<file path="src/rtl/div_sched.sv">
// div_sched: one-at-a-time sequencer between EXE and the signed/unsigned divider cores.
// Latency: accept -> resp_valid = 1 SEND cycle (min) + core latency + 1; cache hit -> next cycle.
// Backpressure: req_ready only in IDLE; result held in DONE until resp_ready (or flush drops it).
//
// Ports:
//   clk, resetn               clock, synchronous active-low reset
//   req_*                     EXE request (valid/ready, signed, mod, src1 dividend, src2 divisor)
//   flush                     cancels the current request; its response is never returned
//   resp_*                    result to EXE (valid/ready, quotient or remainder)
//   busy                      scheduler not in IDLE
//   s_* / u_*                 signed / unsigned core: operand tvalid/tready, dout valid/data
//   core_dividend/divisor     operand tdata shared by both cores, stable while tvalid is high
//
// Optional build macro: DIV_SCHED_REUSE_EN adds a one-entry result cache so that a
// div followed by a mod (or vice versa) on identical operands skips the core.

module div_sched #(
   parameter int DW = 32
) (
   input  logic            clk,
   input  logic            resetn,
   input  logic            req_valid,
   output logic            req_ready,
   input  logic            req_signed,
   input  logic            req_mod,
   input  logic [DW-1:0]   req_src1,
   input  logic [DW-1:0]   req_src2,
   input  logic            flush,
   output logic            resp_valid,
   input  logic            resp_ready,
   output logic [DW-1:0]   resp_result,
   output logic            busy,
   output logic            s_tvalid,
   input  logic            s_tready,
   input  logic            s_dout_valid,
   input  logic [2*DW-1:0] s_dout,
   output logic            u_tvalid,
   input  logic            u_tready,
   input  logic            u_dout_valid,
   input  logic [2*DW-1:0] u_dout,
   output logic [DW-1:0]   core_dividend,
   output logic [DW-1:0]   core_divisor
);

   localparam logic [2:0] IDLE  = 3'd0;
   localparam logic [2:0] SEND  = 3'd1;
   localparam logic [2:0] WAIT  = 3'd2;
   localparam logic [2:0] DRAIN = 3'd3;
   localparam logic [2:0] DONE  = 3'd4;

   logic [2:0]      state_q,  state_d;
   logic [DW-1:0]   src1_q,   src1_d;
   logic [DW-1:0]   src2_q,   src2_d;
   logic            signed_q, signed_d;
   logic            mod_q,    mod_d;
   logic            cancel_q, cancel_d;
   logic [2*DW-1:0] res64_q,  res64_d;

`ifdef DIV_SCHED_REUSE_EN
   logic            c_vld_q,    c_vld_d;
   logic            c_signed_q, c_signed_d;
   logic [DW-1:0]   c_src1_q,   c_src1_d;
   logic [DW-1:0]   c_src2_q,   c_src2_d;
   logic [2*DW-1:0] c_res64_q,  c_res64_d;
   logic            cache_hit;

   // Operation type (req_mod) is deliberately not part of the key: both halves
   // of the core output are kept, so either one can be served from the entry.
   assign cache_hit = c_vld_q && (c_signed_q == req_signed) &&
                      (c_src1_q == req_src1) && (c_src2_q == req_src2);
`endif

   // Everything after acceptance follows the core chosen at accept time only;
   // the other core's handshake and dout are never looked at.
   logic            sel_tready;
   logic            sel_dout_valid;
   logic [2*DW-1:0] sel_dout;

   assign sel_tready     = signed_q ? s_tready     : u_tready;
   assign sel_dout_valid = signed_q ? s_dout_valid : u_dout_valid;
   assign sel_dout       = signed_q ? s_dout       : u_dout;

   assign req_ready     = (state_q == IDLE);
   assign busy          = (state_q != IDLE);
   assign resp_valid    = (state_q == DONE);
   assign s_tvalid      = (state_q == SEND) &&  signed_q;
   assign u_tvalid      = (state_q == SEND) && !signed_q;
   assign core_dividend = src1_q;
   assign core_divisor  = src2_q;
   // res64_q is cleared at reset and only loaded on entry to DONE, so the mux alone
   // gives 0 out of reset and a stable value while resp_ready is low.
   assign resp_result   = mod_q ? res64_q[DW-1:0] : res64_q[2*DW-1:DW];

   always_comb begin
      state_d  = state_q;
      src1_d   = src1_q;
      src2_d   = src2_q;
      signed_d = signed_q;
      mod_d    = mod_q;
      cancel_d = cancel_q;
      res64_d  = res64_q;
`ifdef DIV_SCHED_REUSE_EN
      c_vld_d    = c_vld_q;
      c_signed_d = c_signed_q;
      c_src1_d   = c_src1_q;
      c_src2_d   = c_src2_q;
      c_res64_d  = c_res64_q;
`endif
      case (state_q)
         IDLE: begin
            // A request presented together with flush belongs to the cancelled
            // instruction and is dropped.
            if (req_valid && !flush) begin
               src1_d   = req_src1;
               src2_d   = req_src2;
               signed_d = req_signed;
               mod_d    = req_mod;
`ifdef DIV_SCHED_REUSE_EN
               if (cache_hit) begin
                  res64_d = c_res64_q;
                  state_d = DONE;
               end else begin
                  state_d = SEND;
               end
`else
               state_d = SEND;
`endif
            end
         end
         SEND: begin
            // tvalid cannot be withdrawn once raised, so a flush here only marks
            // the request; the core still gets it and its output is drained.
            if (flush) cancel_d = 1'b1;
            if (sel_tready) state_d = (cancel_q || flush) ? DRAIN : WAIT;
         end
         WAIT: begin
            if (flush) begin
               // Output arriving in the flush cycle is already consumed from the
               // core, so there is nothing left to drain.
               state_d = sel_dout_valid ? IDLE : DRAIN;
            end else if (sel_dout_valid) begin
               res64_d = sel_dout;
               state_d = DONE;
`ifdef DIV_SCHED_REUSE_EN
               c_vld_d    = 1'b1;
               c_signed_d = signed_q;
               c_src1_d   = src1_q;
               c_src2_d   = src2_q;
               c_res64_d  = sel_dout;
`endif
            end
         end
         DRAIN: begin
            if (sel_dout_valid) state_d = IDLE;
         end
         DONE: begin
            if (flush || resp_ready) state_d = IDLE;
         end
         default: state_d = IDLE;
      endcase
      if (state_d == IDLE) cancel_d = 1'b0;
   end

   always_ff @(posedge clk) begin
      if (!resetn) begin
         state_q  <= IDLE;
         src1_q   <= '0;
         src2_q   <= '0;
         signed_q <= 1'b0;
         mod_q    <= 1'b0;
         cancel_q <= 1'b0;
         res64_q  <= '0;
`ifdef DIV_SCHED_REUSE_EN
         c_vld_q    <= 1'b0;
         c_signed_q <= 1'b0;
         c_src1_q   <= '0;
         c_src2_q   <= '0;
         c_res64_q  <= '0;
`endif
      end else begin
         state_q  <= state_d;
         src1_q   <= src1_d;
         src2_q   <= src2_d;
         signed_q <= signed_d;
         mod_q    <= mod_d;
         cancel_q <= cancel_d;
         res64_q  <= res64_d;
`ifdef DIV_SCHED_REUSE_EN
         c_vld_q    <= c_vld_d;
         c_signed_q <= c_signed_d;
         c_src1_q   <= c_src1_d;
         c_src2_q   <= c_src2_d;
         c_res64_q  <= c_res64_d;
`endif
      end
   end

endmodule

</file>
<file path="config.mk">
export PLATFORM = sky130hd
export DESIGN_NAME = div_sched
export DESIGN_NICKNAME = d
export VERILOG_FILES = /design/src/rtl/div_sched.sv
export SDC_FILE = /design/constraint.sdc
export NUM_CORES = 1
export LEC_CHECK = 0
export BUFFER_PORTS_ARGS = -buffer_cell sky130_fd_sc_hd__buf_4
export CAP_MARGIN = 40
export CORE_AREA = 2 2 118 120
export DETAILED_ROUTE_END_ITERATION = 8
export DIE_AREA = 0 0 120 122
export GPL_ROUTABILITY_DRIVEN = 0
export PLACE_DENSITY_LB_ADDON = 0.08
export SYNTH_ARGS = -nofsm -noshare
export SYNTH_HDL_FRONTEND = slang
export SYNTH_SLANG_ARGS = --single-unit
</file>
<file path="constraint.sdc">
create_clock -name clk -period 2 [get_ports clk]
set_input_delay 0.2 -clock clk [delete_from_list [all_inputs] [get_ports clk]]
set_output_delay 0.2 -clock clk [all_outputs]
set_load 0.02 [all_outputs]
</file>
---- Yosys cells after proc, flatten, opt, wreduce, memory -nomap -nowiden ----
Index checks and enable logic that the tools add are counted.
operators by class
  equality and inequality tests ........... 4
  mux-type cells .......................... 13
  bitwise gates (word level) .............. 2
  reductions and logical operators ........ 14
operators with widths
  kind                number
  $mux 64             1
  $mux 32             1
  $mux 3              6
  $pmux 3 s5          1
  $eq 3x2->1 const B  2
  $logic_not 3->1     2
  $reduce_and 2->1    2
  $eq 3x1->1 const B  1
  $eq 3x3->1 const B  1
  $logic_and 1x1->1   3
  $mux 1              3
  $reduce_and 3->1    1
  $reduce_bool 3->1   1
  $logic_not 1->1     2
  $logic_or 1x1->1    2
  $mux 2              1
  $not 1->1           2
  $reduce_or 2->1     1
storage, ports and cells
  flip-flop bits (word level) ............. 134
  output and inout port bits .............. 101

---- Logic depth before layout (Yosys ltp) ----
  depth in word-level cells ............... 6
  gate-level depth with buffers ........... 7
  mapped depth without buffers ............ 4

---- Worst setup path before layout ----
Ideal clock, no wire load.
  kind .................................... register to register
  start ................................... register signed_q
  end ..................................... register res64_q[43]
  arrival time ............................ 1.391 ns
  data required time ...................... 1.884 ns
  slack ................................... 0.493 ns
  stages on the path, launching flop included .. 7
  path buffers ............................ 3
  period minus slack after synthesis ...... 1.507 ns
  path through ............................ dfxtp_1 -> buf_2 -> mux2_4 -> nor4b_4 -> buf_2 -> buf_4 -> o211a_1
between the ends
  word-level cells in the longest chain between the ends .. 2
  elaborated cells between the ends (all ways) .. 3
RTL lines
  item                        RTL line  text
  from (decl)                 54        logic signed_q, signed_d;
  from (signal assigned)      184       signed_q <= signed_d;
  $mux 1                      80        assign sel_dout_valid = signed_q ? s_dout_valid : u_dout_valid;
  $reduce_and 3->1 (no line)  -
  to (signal assigned)        187       res64_q <= res64_d;
  to (decl)                   57        logic [2*DW-1:0] res64_q, res64_d;
Several ways; a longest one is shown, not always the timed one.
A chain may end at the register's enable or synchronous reset.

---- Final worst setup path ----
  start ................................... register mod_q
  end ..................................... output port resp_result[18]
between the ends
  word-level cells in the longest chain between the ends .. 1
RTL lines
  item                    RTL line  text
  from (decl)             55        logic mod_q, mod_d;
  from (signal assigned)  185       mod_q <= mod_d;
  $mux 32                 92        assign resp_result = mod_q ? res64_q[DW-1:0] : res64_q[2*DW-1:DW];
  to (decl)               31        output logic [DW-1:0] resp_result,
No other way between the ends.

==> metrics.cfg <==
[synth]
synth_cells=643
syn_area_um2=6020
avgSynthCellArea_um2=9.36
ys_seq_area_share_pct=44.6
yosys_warnings=0
ys_types=27
ys_seq_elements=134
syn_nets=846

[timing]
drv_slew=0
setup_ws_ns=0.161
max_freq_mhz=544
finClkSkew_ns=0.00695
hold_viol=0
fin_crit_sh_pct=91.9
worstMarginPinSlew_ns=0.462
setup_viol=0
slew_headroom_pct=69.2
rsz0062_at_grt=false
finalSetupTns_ns=0
post-route-min-period_ns=1.84

[die]
core_um2=13500
io_pins=304
die_y_um=122
fp.dieW_um=120
num_rows=43
die_area_um2=14600
start_util_pct=44.5

[finish]
area_growth_pct=49.5
final_common_cell=buf_4
nets=1122
antenna_cells=0
final_cell_mix=buf_4, nand2_1, dfxtp_1, a21boi_1, mux2i_1
fin_util_pct=66.6
drive_gt1_share_pct=40.2
final_design_area_no_fill_um2=8990

[placement]
post_dp_cell_area_um2=8430
place_hpwl_mm=12.1
port_buffers=303
dp_slack_ns=0.275

[cts]
cts_tree=done
cts_buffers=17
clock_latency_ns=0.41
htree_num_levels=4
root_buffer=clkbuf_16
cts_max_path_buffers=2
clkTransAtPathRegs_ns=0.05
cts_setup_buffers=0
clock-sinks=134

[drt]
first_pass_iters=5
drt_iter0_markers=283
drc_errors=0
final_antenna_net_count=0
viasPerCell=5.02
wl_per_cell_um=14.8
via_count=5569
routed_wl_mm=16.4

[power_and_ir_drop]
p_leak_nw=4.69
p_sw_share_pct=23.0
p_int_w=0.00525
worst_ir_drop_vdd_v=0.000496
power_frac_seq_pct=41.4
switchingPower_w=0.00157
pwr_density_cell_nw_per_um2=758
power_frac_comb_pct=14.8
p_clk_share_pct=43.9

[grt]
grt.met2_usage_pct=39.4
grt_pass1_wl_mm=25.5
grt_max_degree=93
use_met3_pct=6.37
antenna_found_initial=0
top_usage_layer=met2
grt_overflow_total=0
track_usage_pct=22.0
grt_use_met1_pct=24.0
grt_pass1_vias=5363

[critical_path]
worstSetupEndpointType=output port
worstPathMaxFanout=28
worstSetupPathType=flip-flop to output port
slowest_stage=dfxtp_2
startpoint=mod_q
critPathBufInv=2
startpoint_type=flip-flop
critPathArrivalTime_ns=1.64
cp_top_family=flip-flops
max_stage_delay_ns=0.43
crit_chain=buf_12 -> mux2_2 -> buf_4
r2r_start=state_q[2]
required_ns=1.80

[flow_run]
drv_cap=0

[run_status]
outcome=completed

[min_path]
min_from=req_src1[26]
hp-class=input pin to flip-flop

[logic make-up after synthesis]
family / share of synthesized area, %
and+or+nand+nor: 14.0
AOI/OAI and AO/OA: 19.9
DFF: 44.6
muxes: 17.1
buffers and inverters: 4.41
[sequential cells by signal (all words and copies together) (netlist names)]
signal	count
res64_q	64
core_dividend	32
core_divisor	32
state_q	3
cancel_q	1
mod_q	1
signed_q	1
[Yosys cell counts]
master | number | area [um2]
a21boi_1 | 66 | 495
a21o_1 | 1 | 7.51
a21oi_1 | 1 | 5.00
and2_1 | 2 | 12.5
and3_1 | 3 | 18.8
buf_2 | 20 | 100
buf_4 | 6 | 45.0
clkbuf_1 | 29 | 109
dfxtp_1 | 134 | 2680
inv_1 | 2 | 7.51
inv_2 | 1 | 3.75
mux2_1 | 3 | 33.8
mux2_2 | 29 | 327
mux2_4 | 1 | 15.0
mux2i_1 | 65 | 651
nand2_1 | 200 | 751
nand2b_1 | 2 | 12.5
nand3_1 | 1 | 5.00
nor2_1 | 5 | 18.8
nor4b_4 | 1 | 23.8
o211a_1 | 64 | 641
o21ai_0 | 2 | 10.0
o21bai_1 | 1 | 7.51
o22ai_1 | 1 | 6.26
o311a_1 | 1 | 10.0
o31a_1 | 1 | 8.76
o41ai_1 | 1 | 8.76
[through the flow]
step	instances	total power, W	hold WS [ns]
after floorplan	643	0.00335	0.335
after global placement	1080	0.00387	0.440
after detailed placement	1080	0.00389	0.445
after CTS	1109	0.00689	0.0123
after global routing	1109	0.00709	0.0210
final	1109	0.00682	0.0307
[worst paths after layout]
path / end / cells after the start / slack, ns
worst max-delay path: resp_result[18] / 3 / 0.16
worst min-delay path: core_dividend[26] / 3 / 0.03
worst max register to register: core_divisor[26] / 5 / 0.22
worst min register to register: core_divisor[12] / 2 / 0.45
[power groups by stage]
stage / registers [W] / clock network (W) / logic (W)
2_1_floorplan: 0.00295 / 0 / 0.000400
3_3_place_gp: 0.00287 / 0 / 0.000997
3_5_place_dp: 0.00288 / 0 / 0.00102
4_1_cts: 0.00282 / 0.00305 / 0.00102
5_1_grt: 0.00283 / 0.00317 / 0.00109
6_report: 0.00282 / 0.00299 / 0.00101
[area by class of cell]
type / instances / area, um2
inverters: 3 / 11.3
multi-input cells: 451 / 3070
clock buffers: 25 / 495
fillers: 1162 / 4510
clock inverters: 4 / 70.1
repair buffers: 312 / 2430
well taps: 180 / 225
flip-flops and latches: 134 / 2690
[worst min-delay path, stage by stage]
cell and delay [ns]:
buf_4 0.10, nand2_1 0.04, a21boi_1 0.05
[layer usage]
| metal | vias to the layer above | routed length [um] | part of all wire, % |
|---|---|---|---|
| li1 | 2765 | - | - |
| met2 | 206 | 8400 | 51 |
| met3 | 27 | 1150 | 7.0 |
| met4 | 0 | 399 | 2.4 |
| met1 | 2571 | 6500 | 40 |
| met5 | - | 0 | 0 |
[what timing repair did]
| action | in CTS | in global routing |
|---|---|---|
| hold buffers | 0 | 0 |
| endpoints found under the setup margin | 1 | 0 |
| endpoints found under the hold margin | 0 | 0 |
| gates resized for setup | 1 | 0 |
Power figures use the tool's default switching activity.
